==> config.mk <==
export PLATFORM = sky130hd
export DESIGN_NAME = cpu_run_ctrl
export DESIGN_NICKNAME = d
export VERILOG_FILES = /design/src/rtl/cpu_ctrl_pkg.sv /design/src/rtl/sat_counter.sv /design/src/rtl/cpu_run_ctrl.sv
export SDC_FILE = /design/constraint.sdc
export NUM_CORES = 1
export LEC_CHECK = 0
export CAP_MARGIN = 20
export CORE_ASPECT_RATIO = 1.2
export CORE_MARGIN = 2
export CORE_UTILIZATION = 40
export CTS_CLUSTER_SIZE = 8
export DETAILED_ROUTE_END_ITERATION = 12
export PLACE_DENSITY = 0.76
export SKIP_CTS_REPAIR_TIMING = 1
export SYNTH_ARGS = -nofsm -noshare
export SYNTH_HDL_FRONTEND = slang
export SYNTH_SLANG_ARGS = --single-unit
==> constraint.sdc <==
create_clock -name clk -period 7.6 [get_ports clk]
set_input_delay 1.52 -clock clk [delete_from_list [all_inputs] [get_ports clk]]
set_output_delay 1.52 -clock clk [all_outputs]
set_load 0.01 [all_outputs]
==> src/rtl/cpu_ctrl_pkg.sv <==
// Shared types for the RV32 run controller: FSM states and halt causes.
// No logic; latency n/a.
// Backpressure n/a.
package cpu_ctrl_pkg;

    typedef enum logic [2:0] {
        IDLE  = 3'd0,
        CLEAR = 3'd1,
        RUN   = 3'd2,
        STEP  = 3'd3,
        HALT  = 3'd4
    } run_state_t;

    typedef enum logic [2:0] {
        NONE      = 3'd0,
        STOP      = 3'd1,
        BREAK     = 3'd2,
        LOOP      = 3'd3,
        BUDGET    = 3'd4,
        STEP_DONE = 3'd5
    } halt_cause_t;

endpackage

==> src/rtl/sat_counter.sv <==
// Saturating up-counter with synchronous clear; clear wins over increment.
// Latency: q updates one cycle after clr/inc.
// Backpressure: none; holds at all-ones instead of wrapping.
module sat_counter #(
    parameter int CNT_WIDTH = 32
) (
    input  logic                 clk,
    input  logic                 rst,
    input  logic                 clr,
    input  logic                 inc,
    output logic [CNT_WIDTH-1:0] q
);

    logic [CNT_WIDTH-1:0] cnt_q;
    logic [CNT_WIDTH-1:0] cnt_d;

    always_comb begin
        cnt_d = cnt_q;
        if (clr) begin
            cnt_d = '0;
        end else if (inc && (cnt_q != '1)) begin
            cnt_d = cnt_q + CNT_WIDTH'(1);
        end
    end

    always_ff @(posedge clk) begin
        if (rst) begin
            cnt_q <= '0;
        end else begin
            cnt_q <= cnt_d;
        end
    end

    assign q = cnt_q;

endmodule

==> src/rtl/cpu_run_ctrl.sv <==
// Run/stop/step sequencer for the single-cycle RV32 core with breakpoint, self-loop and budget halts.
// Latency: pc_en is combinational from state/pc; state and halt_cause change at the next edge.
// Backpressure: stop or a breakpoint gates pc_en in the same cycle so that instruction never retires.
module cpu_run_ctrl
    import cpu_ctrl_pkg::*;
#(
    parameter int DATA_WIDTH = 32,
    parameter int CNT_WIDTH  = 32
) (
    input  logic                  clk,
    input  logic                  rst,
    input  logic                  start,
    input  logic                  stop,
    input  logic                  step,
    input  logic                  cont,
    input  logic                  bp_en,
    input  logic [DATA_WIDTH-1:0] bp_addr,
    input  logic [CNT_WIDTH-1:0]  max_cycles,
    input  logic [DATA_WIDTH-1:0] pc,
    input  logic [DATA_WIDTH-1:0] next_pc,
    output logic                  cpu_rst,
    output logic                  pc_en,
    output logic                  running,
    output logic                  halted,
    output halt_cause_t           halt_cause,
    output logic [CNT_WIDTH-1:0]  cycle_count
);

    run_state_t  state_q,      state_d;
    halt_cause_t halt_cause_q, halt_cause_d;
    logic        skip_bp_q,    skip_bp_d;

    logic                 bp_hit;
    logic                 loop_hit;
    logic                 budget_hit;
    logic [CNT_WIDTH-1:0] cnt_plus1;

    // skip_bp lets a cont resume from the very PC that tripped the breakpoint.
    assign bp_hit     = bp_en && (pc == bp_addr) && !skip_bp_q;
    assign loop_hit   = (next_pc == pc);
    assign cnt_plus1  = cycle_count + CNT_WIDTH'(1);
    assign budget_hit = (max_cycles != '0) && (cnt_plus1 == max_cycles);

    always_ff @(posedge clk) begin
        if (rst) begin
            state_q      <= IDLE;
            halt_cause_q <= NONE;
            skip_bp_q    <= 1'b0;
        end else begin
            state_q      <= state_d;
            halt_cause_q <= halt_cause_d;
            skip_bp_q    <= skip_bp_d;
        end
    end

    always_comb begin
        state_d      = state_q;
        halt_cause_d = halt_cause_q;
        skip_bp_d    = 1'b0;
        unique case (state_q)
            IDLE: begin
                if (start) begin
                    state_d = CLEAR;
                end else if (step) begin
                    state_d = STEP;
                end
            end
            CLEAR: begin
                state_d      = RUN;
                halt_cause_d = NONE;
            end
            RUN: begin
                if (stop) begin
                    state_d      = HALT;
                    halt_cause_d = STOP;
                end else if (bp_hit) begin
                    state_d      = HALT;
                    halt_cause_d = BREAK;
                end else if (loop_hit) begin
                    state_d      = HALT;
                    halt_cause_d = LOOP;
                end else if (budget_hit) begin
                    state_d      = HALT;
                    halt_cause_d = BUDGET;
                end
            end
            STEP: begin
                state_d      = HALT;
                halt_cause_d = STEP_DONE;
            end
            HALT: begin
                if (start) begin
                    state_d = CLEAR;
                end else if (cont) begin
                    state_d   = RUN;
                    skip_bp_d = 1'b1;
                end else if (step) begin
                    state_d = STEP;
                end
            end
            default: begin
                state_d = IDLE;
            end
        endcase
    end

    always_comb begin
        cpu_rst = (state_q == CLEAR);
        running = (state_q == RUN) || (state_q == STEP);
        halted  = (state_q == HALT);
        pc_en   = ((state_q == RUN) && !stop && !bp_hit) || (state_q == STEP);
    end

    assign halt_cause = halt_cause_q;

    sat_counter #(
        .CNT_WIDTH (CNT_WIDTH)
    ) u_retire_cnt (
        .clk (clk),
        .rst (rst),
        .clr (state_q == CLEAR),
        .inc (pc_en),
        .q   (cycle_count)
    );

endmodule

# Yosys cells after proc, flatten, opt, wreduce, memory -nomap -nowiden
# Index checks and enable logic that the tools add are counted.
dict set report totals {
  output_inout_bits 39
  reg_bits 39
  wordCells 46
  input_bits 135
}
dict set report classes {
  addsub 1
  n_reduce_logical 17
  eq_ne 9
  mux 14
  bitwise_logic 1
}
# operator count
set ops {}
lappend ops {{32-bit equality test} 3}
lappend ops {{3-bit two-way mux} 11}
lappend ops {{32-bit by 1-bit adder with 32-bit output, second input constant} 1}
lappend ops {{32-bit != test, second input constant} 1}
lappend ops {{32-bit nonzero test} 1}
lappend ops {{3-bit case mux with 5 select lines} 1}
lappend ops {{3-bit case mux with 3 select lines} 1}
lappend ops {{3-bit by 2-bit equality test with 1-bit output, second input constant} 2}
lappend ops {{1-bit logical AND} 6}
lappend ops {{5-bit != test, second input constant} 1}
lappend ops {{3-bit by 1-bit equality test with 1-bit output, second input constant} 1}
lappend ops {{3-bit equality test, second input constant} 1}
lappend ops {{1-bit logical NOT} 3}
lappend ops {{3-bit logical NOT} 1}
lappend ops {{3-bit nonzero test} 1}
lappend ops {{3-bit OR reduction} 1}
lappend ops {{1-bit logical OR} 2}
lappend ops {{2-bit AND reduction} 1}
lappend ops {{2-bit OR reduction} 1}
lappend ops {{1-bit two-way mux} 1}
lappend ops {{1-bit inverter} 1}

# Longest topological paths before layout
# Gate-level depths: netlist (run 1).
dict set report depth {
  ltp_word 8
  ltp_mapped 10
}

# By module
# From an unflattened synthesis (run 1), not the netlist that was laid out.
dict set report unflattened {
  hier_cells 515
  area_unflattened_um2 3996.3
}
# module cells_per_inst instances area_per_inst_um2 seq_area_each_um2
set modules_own_cells {}
lappend modules_own_cells {cpu_run_ctrl 317 1 2376.0 140.1}
lappend modules_own_cells {sat_counter 198 1 1620.3 640.6}

# Worst setup path before layout (run 1)
# Ideal clock, no wire load.
dict set report synth_path {
  path_type {input-to-output}
  from {input bp_addr[0]}
  to {output pc_en}
  path_stages 6
  setup_slack_ps 3627
  arrival_ps 2453
  required_ps 6080
  cell_sequence {xnor2_1 nand4_1 nor4_1 nand3_1 a21oi_1 nor2b_1}
}
dict set report synth_via {
  elab_chain_len 6
}
# item line
set synth_lines {}
lappend synth_lines {{start: declaration} cpu_run_ctrl.sv:17} ;# input logic [DATA_WIDTH-1:0] bp_addr,
lappend synth_lines {{32-bit equality test} cpu_run_ctrl.sv:39} ;# assign bp_hit = bp_en && (pc == bp_addr) && !skip_bp_q;
lappend synth_lines {{1-bit logical AND (2 in a row)} cpu_run_ctrl.sv:39}
lappend synth_lines {{1-bit logical NOT} cpu_run_ctrl.sv:111} ;# pc_en = ((state_q == RUN) && !stop && !bp_hit) || (state_q == STEP);
lappend synth_lines {{1-bit logical AND} cpu_run_ctrl.sv:111}
lappend synth_lines {{1-bit logical OR} cpu_run_ctrl.sv:111}
lappend synth_lines {{end: declaration} cpu_run_ctrl.sv:22} ;# output logic pc_en,
# Every way passes these cells.

# Final worst setup path (run 1)
dict set report layout_path {
  from {input pc[12]}
  to {output pc_en}
}
dict set report layout_via {
  elab_chain_len 6
}
# item line
set layout_lines {}
lappend layout_lines {{start: declaration} cpu_run_ctrl.sv:19} ;# input logic [DATA_WIDTH-1:0] pc,
lappend layout_lines {{32-bit equality test} cpu_run_ctrl.sv:39}
lappend layout_lines {{1-bit logical AND (2 in a row)} cpu_run_ctrl.sv:39}
lappend layout_lines {{1-bit logical NOT} cpu_run_ctrl.sv:111}
lappend layout_lines {{1-bit logical AND} cpu_run_ctrl.sv:111}
lappend layout_lines {{1-bit logical OR} cpu_run_ctrl.sv:111}
# Every way passes these cells.

==> summary.md, run 1 <==
| Metric | Value |
|---|---|
| Slew of the pin with the lowest slew margin | approximately 1.0 ns |
| CP Capture Type | output pin |
| FMAX | approximately 190 MHz |
| Final min period | ~5.3 ns |
| Top cells by area, synth | xnor2_1 23%, dfxtp_1 21%, xor2_1 10% |
| Synth cell count leaders | 96 x xnor2_1, 47 x nor2_1, 42 x xor2_1, 39 x dfxtp_1, 37 x nand4_1 |
| IO Count | approximately 170 |
| Initial antenna violation count | 1 |
| Storage cell area | between 700 and 800 um^2 |
| Starting density of the core | between 40% and 50% |
| Post-synth cell types | 55 |
| Seq cells post-synth | 39 |
| Placement Cell Area | between 5000 and 6000 um^2 |
| Post-synth ARST share | 0% |
| Synth Instances | 470 |
| Vias in the first global route | roughly 4,200 |
| Setup violations, final | 0 |
| DPL Wire Length | 11,090 um |
| Clock tree buffer depth | 2 |
| PortBufs | roughly 170 |
| Max-cap violations | 0 |
| EDFF count, synth | 0 |
| Rel. slew slack | 32.84% |
| Clock skew | roughly 0.0056 ns |
| Hold Vio Cnt, Final | 0 |
| Die area | roughly 10000 um^2 |
| Multi-input combinational cell area | 2784 um^2 |
| Setup TNS Final | 0 ns |
| Avg WL per Cell | 17.49 um |
| Status | finished, final reports clean |
| TritonCTS clock tree | yes |
| Crit path kind | input port to output pin |
| CTS sink cnt | 39 |
| Slew Limit Fails | 0 |
| Num CTS Buffers | 5 |
| Count leader, synth | xnor2_1 |
| Internal | 0.4251 mW |
| Die Width | approximately 90 um |
| VDD IR max | roughly 56 uV |
| Final worst-path cycle share | a little under 70% |
| Syn. warnings | 0 |
| Final nets | between 700 and 800 |
| Vias | 4,146 |
| Pwr Density | ~100 nW/um^2 |
| Top cell type's share of synthesized area | between 20% and 30% |
| Total Routing Usage GR | approximately a quarter |
| Vias/cell | about 5.5 |
| End-of-flow core utilization | a little over 60% |
| Hold crit path type | flop to flop |
| Critical path fanouts, max | 3 |
| Root Driver | clkbuf_8 |
| Fin area | 5604 um^2 |
| Grt ovf | 0 |
| Unrepaired setup endpoints after global routing | no |
| Clk pin slew, worst setup/hold paths | about 0.080 ns |
| Net count after synthesis | 606 |
| Max H-tree Level | 2 |
| FILL cells | about 800 |
| P&R area growth vs syn | 52.50% |
| Most common flop cell mapped by yosys | dfxtp_1 |
| Post-synthesis sequential area ratio | between 20% and 30% |
| Site row count | 38 |
| Clk_lat worst skew | about 0.3 ns |
| Syn Area/Cell | 7.819 um^2 |
| CP arrival | 3.76 ns |
| Largest net degree at the start of global routing | 31 |
| Placeable Area | approximately 9000 um^2 |
| Detailed Routing Iterations Pass 1 | 4 |
| Post-Route WL | about 13,000 um |
| R2R Setup Slk | roughly 4.3 ns |
| Antenna-violating nets left | 0 |
| First-pass GRT wire length | 20,690 um |
| Sw power | about 0.15 mW |
| Initial DRC count | 238 |
| Switching part of the total | between 20% and 30% |
| Cell Area, Synth | around 3700 um^2 |
| Power share of the combinational group | between 30% and 40% |
| Leakage | 1.831 nW |
| Crit start category | input port |
| Layout cell share with drive strength beyond 1 | about 3.0% |
| Clock power share | 31.1% |
| WP data required | just over 6 ns |
| RD Place Congestion | 0.9938 |
| Die height | roughly 110 um |
| Cell taking the most area after synthesis | xnor2_1 |
| DRC viols | 0 |
| Seq pwr share | approximately 37% |
-- metal layers --
layer	track usage [%]	wire (um)	vias to the layer above
li1	-	-	2018
met5	0	0	-
met1	27.10	4892	1925
met3	5.390	848	29
met4	11.58	451	0
met2	51.00	6977	174
-- power groups by stage --
stage / clock [mW] / sequential [mW] / combinational (mW)
floorplan: 0 / 0.215 / 0.0782
global placement: 0 / 0.217 / 0.185
detailed placement: 0 / 0.217 / 0.187
CTS: 0.185 / 0.212 / 0.188
global route: 0.192 / 0.213 / 0.201
finish: 0.181 / 0.213 / 0.187
-- cell families (layout without fill, tap and decap cells) --
kind of cell	Yosys count	after routing	synth area share (%)
simple gates	212	212	31.94
fa+ha+maj	1	1	0.3404
other cells	0	1	0
xor+xnor	138	138	32.89
compound gates	50	50	9.739
mux	3	3	0.8512
buf+inv	27	189	2.996
flops	39	39	21.25
-- cell type report --
cell class	count	area share, %
clock buffers	6	1.474
clock inverters	2	0.6251
well taps	120	2.679
inverters	6	0.4019
flip-flops and latches	39	13.93
diodes	1	0.04465
multi-input cells	404	49.68
repair buffers	175	31.17
-- flip-flops by register name, indices dropped and copies added, names as in the netlist --
| name | flops |
|---|---|
| u_retire_cnt.q | 32 |
| halt_cause | 3 |
| state_q | 3 |
| skip_bp_q | 1 |
-- cells in the final DEF, fill, tap and decap left out, drive strengths merged, types with 2 or more instances in the layout --
cell / Yosys / final
a21oi: 10 / 10
nor2b: 3 / 3
nor3b: 6 / 6
and3: 8 / 8
nand3b: 3 / 3
nor3: 9 / 9
nor2: 48 / 48
or2: 2 / 2
dfxtp: 39 / 39
xor2: 42 / 42
a211oi: 4 / 4
a31oi: 3 / 3
and4: 8 / 8
buf: 7 / 2
and2: 3 / 3
xnor2: 96 / 96
o211ai: 5 / 5
clkbuf: 14 / 6
nand4: 37 / 37
nand2b: 2 / 2
o2111ai: 2 / 2
nand2: 32 / 32
o41ai: 2 / 2
nand3: 23 / 23
or3: 2 / 2
mux2i: 2 / 2
o21ai: 7 / 7
o21a: 2 / 2
clkdlybuf4s50: 0 / 173
nor4b: 2 / 2
or4: 2 / 2
nor4: 21 / 21
inv: 6 / 6
-- worst max-delay path: stages --
cell and delay [ns]:
clkdlybuf4s50_1 0.45, xnor2_1 0.31, nand4_1 0.15, nor4_1 0.40, nand3_1 0.16, a21oi_1 0.17, nor2b_1 0.10, clkdlybuf4s50_1 0.49
-- path summary, 6_finish.rpt --
kind,start,to,cells after the start
worst max-delay path,pc[12],pc_en,8
worst min-delay path,halt_cause[1],halt_cause[1],2
worst max register to register,u_retire_cnt.q[0],state_q[1],9
worst min register to register,halt_cause[1],halt_cause[1],2
-- stage by stage --
step	hold WS [ns]	power (mW)	setup WS [ns]	cells
final	0.4798	0.5800	2.320	753
after global routing	0.5265	0.6063	2.177	753
after CTS	0.4839	0.5847	2.321	752
after detailed placement	0.4738	0.4039	2.329	744
after global placement	0.4583	0.4016	2.380	744
after floorplan	0.4601	0.2934	3.627	470
(Power assumes the default switching activity.)
==> run 2, diff against run 1 <==
- CORE_UTILIZATION: 40 -> 38
- PLACE_DENSITY: 0.76 -> 0.75
- clock period: 7.6 -> 4.85 ns (I/O delays scaled with it)
==> summary.md, run 2 (synthesis results as in run 1) <==
| Metric | Value |
|---|---|
| Die height | 111.7 um (+2.5%) |
| Worst R2R End | state_q[1] |
| Switching part of the total | 26.37% (-0.34 points) |
| Initial DRC count | 188 (-21%) |
| Critical path fanouts, max | 3 (unchanged) |
| Grt ovf | 0 (unchanged) |
| Layout cell share with drive strength beyond 1 | 3.006% (unchanged) |
| DPL Wire Length | 11,060 um (-0.28%) |
| Leakage | 1.854 nW (+1.2%) |
| Max-cap violations | 0 (unchanged) |
| Commonest non-fill, non-tap cells in the layout | 173 x clkdlybuf4s50_1, 96 x xnor2_1, 47 x nor2_1 |
| CP arrival | 3.25 ns (-0.51 ns) |
| Pwr Density | 178.2 nW/um^2 (+72%) |
| End-of-flow core utilization | 59.78% (-2.6 points) |
| Final nets | 767 (unchanged) |
| CP Capture Type | output pin |
| WP data required | 3.88 ns (-2.20 ns) |
| Busiest metal layer after global routing | met2 |
| Most common cell after layout, fill and taps aside | clkdlybuf4s50_1 |
| Placement Cell Area | 5488 um^2 (about the same) |
| Vias in the first global route | 4,192 (+0.048%) |
| Sw power | 0.2660 mW (+72%) |
| Internal | 0.7426 mW (+75%) |
| FMAX | 237.2 MHz |
| Seq pwr share | 33.1% (-3.6 points) |
| Met3 Resource Use GR | 5.277% (-0.11 points) |
| Antenna-violating nets left | 0 (unchanged) |
| Starting density of the core | 38.82% (-2.1 points) |
| Reg-to-reg startpoint | u_retire_cnt.q[0] |
| Power share of the combinational group | 29.3% (-2.9 points) |
| Clk_lat worst skew | 0.28 ns (-0.02 ns) |
| Slew of the pin with the lowest slew margin | 1.129 ns (+0.1308 ns) |
| Vias | 4,120 (-0.63%) |
| Setup violations, final | 0 (unchanged) |
| Root Driver | clkbuf_16 |
| Register-to-Register Path Depth | 9 (unchanged) |
| Grt met2 use | 47.33% (-3.7 points) |
| Placeable Area | 9467 um^2 (+5.3%) |
| Fin area | 5659 um^2 (+0.98%) |
| Crit start category | input port |
| WHS Endpoint | halt_cause[1] |
| Initial antenna violation count | 1 (unchanged) |
| CTS sink cnt | 39 (unchanged) |
| Max reg flops | 32 (unchanged) |
| Detailed Routing Iterations Pass 1 | 4 (unchanged) |
| Hold Path Depth | 2 (unchanged) |
| Hold path start | halt_cause[1] |
| Hold Vio Cnt, Final | 0 (unchanged) |
| Unrepaired setup endpoints after global routing | no |
| Vias/cell | 5.450 (-1.0%) |
| Status | finished, final reports clean |
| Num CTS Buffers | 5 (unchanged) |
| Hold WS | 0.5014 ns (+0.02169 ns) |
| Clk pin slew, worst setup/hold paths | 0.06 ns (-0.02 ns) |
| P&R area growth vs syn | 54.00% |
| Max H-tree Level | 2 (unchanged) |
| Hold crit path type | flop to flop |
| Largest net degree at the start of global routing | 31 (unchanged) |
| Setup TNS Final | 0 ns (unchanged) |
| Clock tree buffer depth | 2 (unchanged) |
| Crit path kind | input port to output pin |
| VDD IR max | 136.9 uV (+150%) |
| Die Width | 93.77 um (+2.5%) |
| R2R Setup Slk | 1.41 ns (-2.87 ns) |
| Rel. slew slack | 24.04% (-8.8 points) |
| DRC viols | 0 (unchanged) |
| IO Count | 174 (unchanged) |
| Post-Route WL | 13,110 um (-0.49%) |
| TritonCTS clock tree | yes |
| Die area | 10,480 um^2 (+5.1%) |
| Avg WL per Cell | 17.33 um (-0.89%) |
| Final worst-path cycle share | a little under 90% |
| Clock power share | 37.6% (+6.5 points) |
| Site row count | 39 (+2.6%) |
| Slew Limit Fails | 0 (unchanged) |
| Total Routing Usage GR | 25.07% (-1.2 points) |
| Clock skew | 0.004661 ns (-0.0009689 ns) |
| RD Place Congestion | 0.9422 (-5.2%) |
| Total power | 1.009 mW (+74%) |
| Final min period | approximately 4.2 ns |
| Met1 usage | 26.08% (-1.0 points) |
| First-pass GRT wire length | 20,550 um (-0.67%) |
| PortBufs | 173 (unchanged) |
-- run 2: power by group through the flow --
stage	clock [mW]	sequential, mW	combinational (mW)
floorplan	0	0.337	0.122
global placement	0	0.340	0.292
detailed placement	0	0.341	0.296
CTS	0.382	0.334	0.297
global route	0.396	0.335	0.317
finish	0.379	0.334	0.296
-- run 2: critical path, cell delays in order --
cell	delay [ns]
clkdlybuf4s50_1	0.45
xnor2_1	0.32
nand4_1	0.14
nor4_1	0.43
nand3_1	0.17
a21oi_1	0.17
nor2b_1	0.10
clkdlybuf4s50_1	0.49
-- run 2: metrics by stage --
stage,setup WS [ns],cells
after floorplan,1.977,470
after global placement,0.7600,747
after detailed placement,0.6944,747
after CTS,0.6802,755
after global routing,0.4836,756
final,0.6341,756
-- run 2: worst max-delay path by stage --
stage	start	to	slack [ns]	cells after the start
after floorplan	bp_addr[0]	pc_en	1.98	6
after global placement	pc[13]	pc_en	0.76	8
final	pc[13]	pc_en	0.63	8
after detailed placement	pc[13]	pc_en	0.69	8
after global routing	pc[23]	pc_en	0.48	8
after CTS	pc[13]	pc_en	0.68	8
-- run 2: final cells by class --
class | instances | area, um^2
Clock buffer | 5 | 125.1
Fill cell | 865 | 3807
Clock inverter | 3 | 43.79
Timing Repair Buffer | 175 | 1747
Multi-Input combinational cell | 404 | 2784
Inverter | 6 | 22.52
Sequential cell | 39 | 780.7
Tap cell | 123 | 153.9
Antenna cell | 1 | 2.502
-- run 2: routing by layer --
metal / vias up / part of all wire (%)
li1: 2020 / -
met1: 1892 / 35
met2: 175 / 53
met3: 33 / 6.9
met4: 0 / 4.3
met5: - / 0
==> run 3, diff against run 2 <==
- CTS_CLUSTER_DIAMETER: not set -> 100
==> results of run 3 <==
Same layout as run 2: the final DEF is identical, and so are final timing and power.
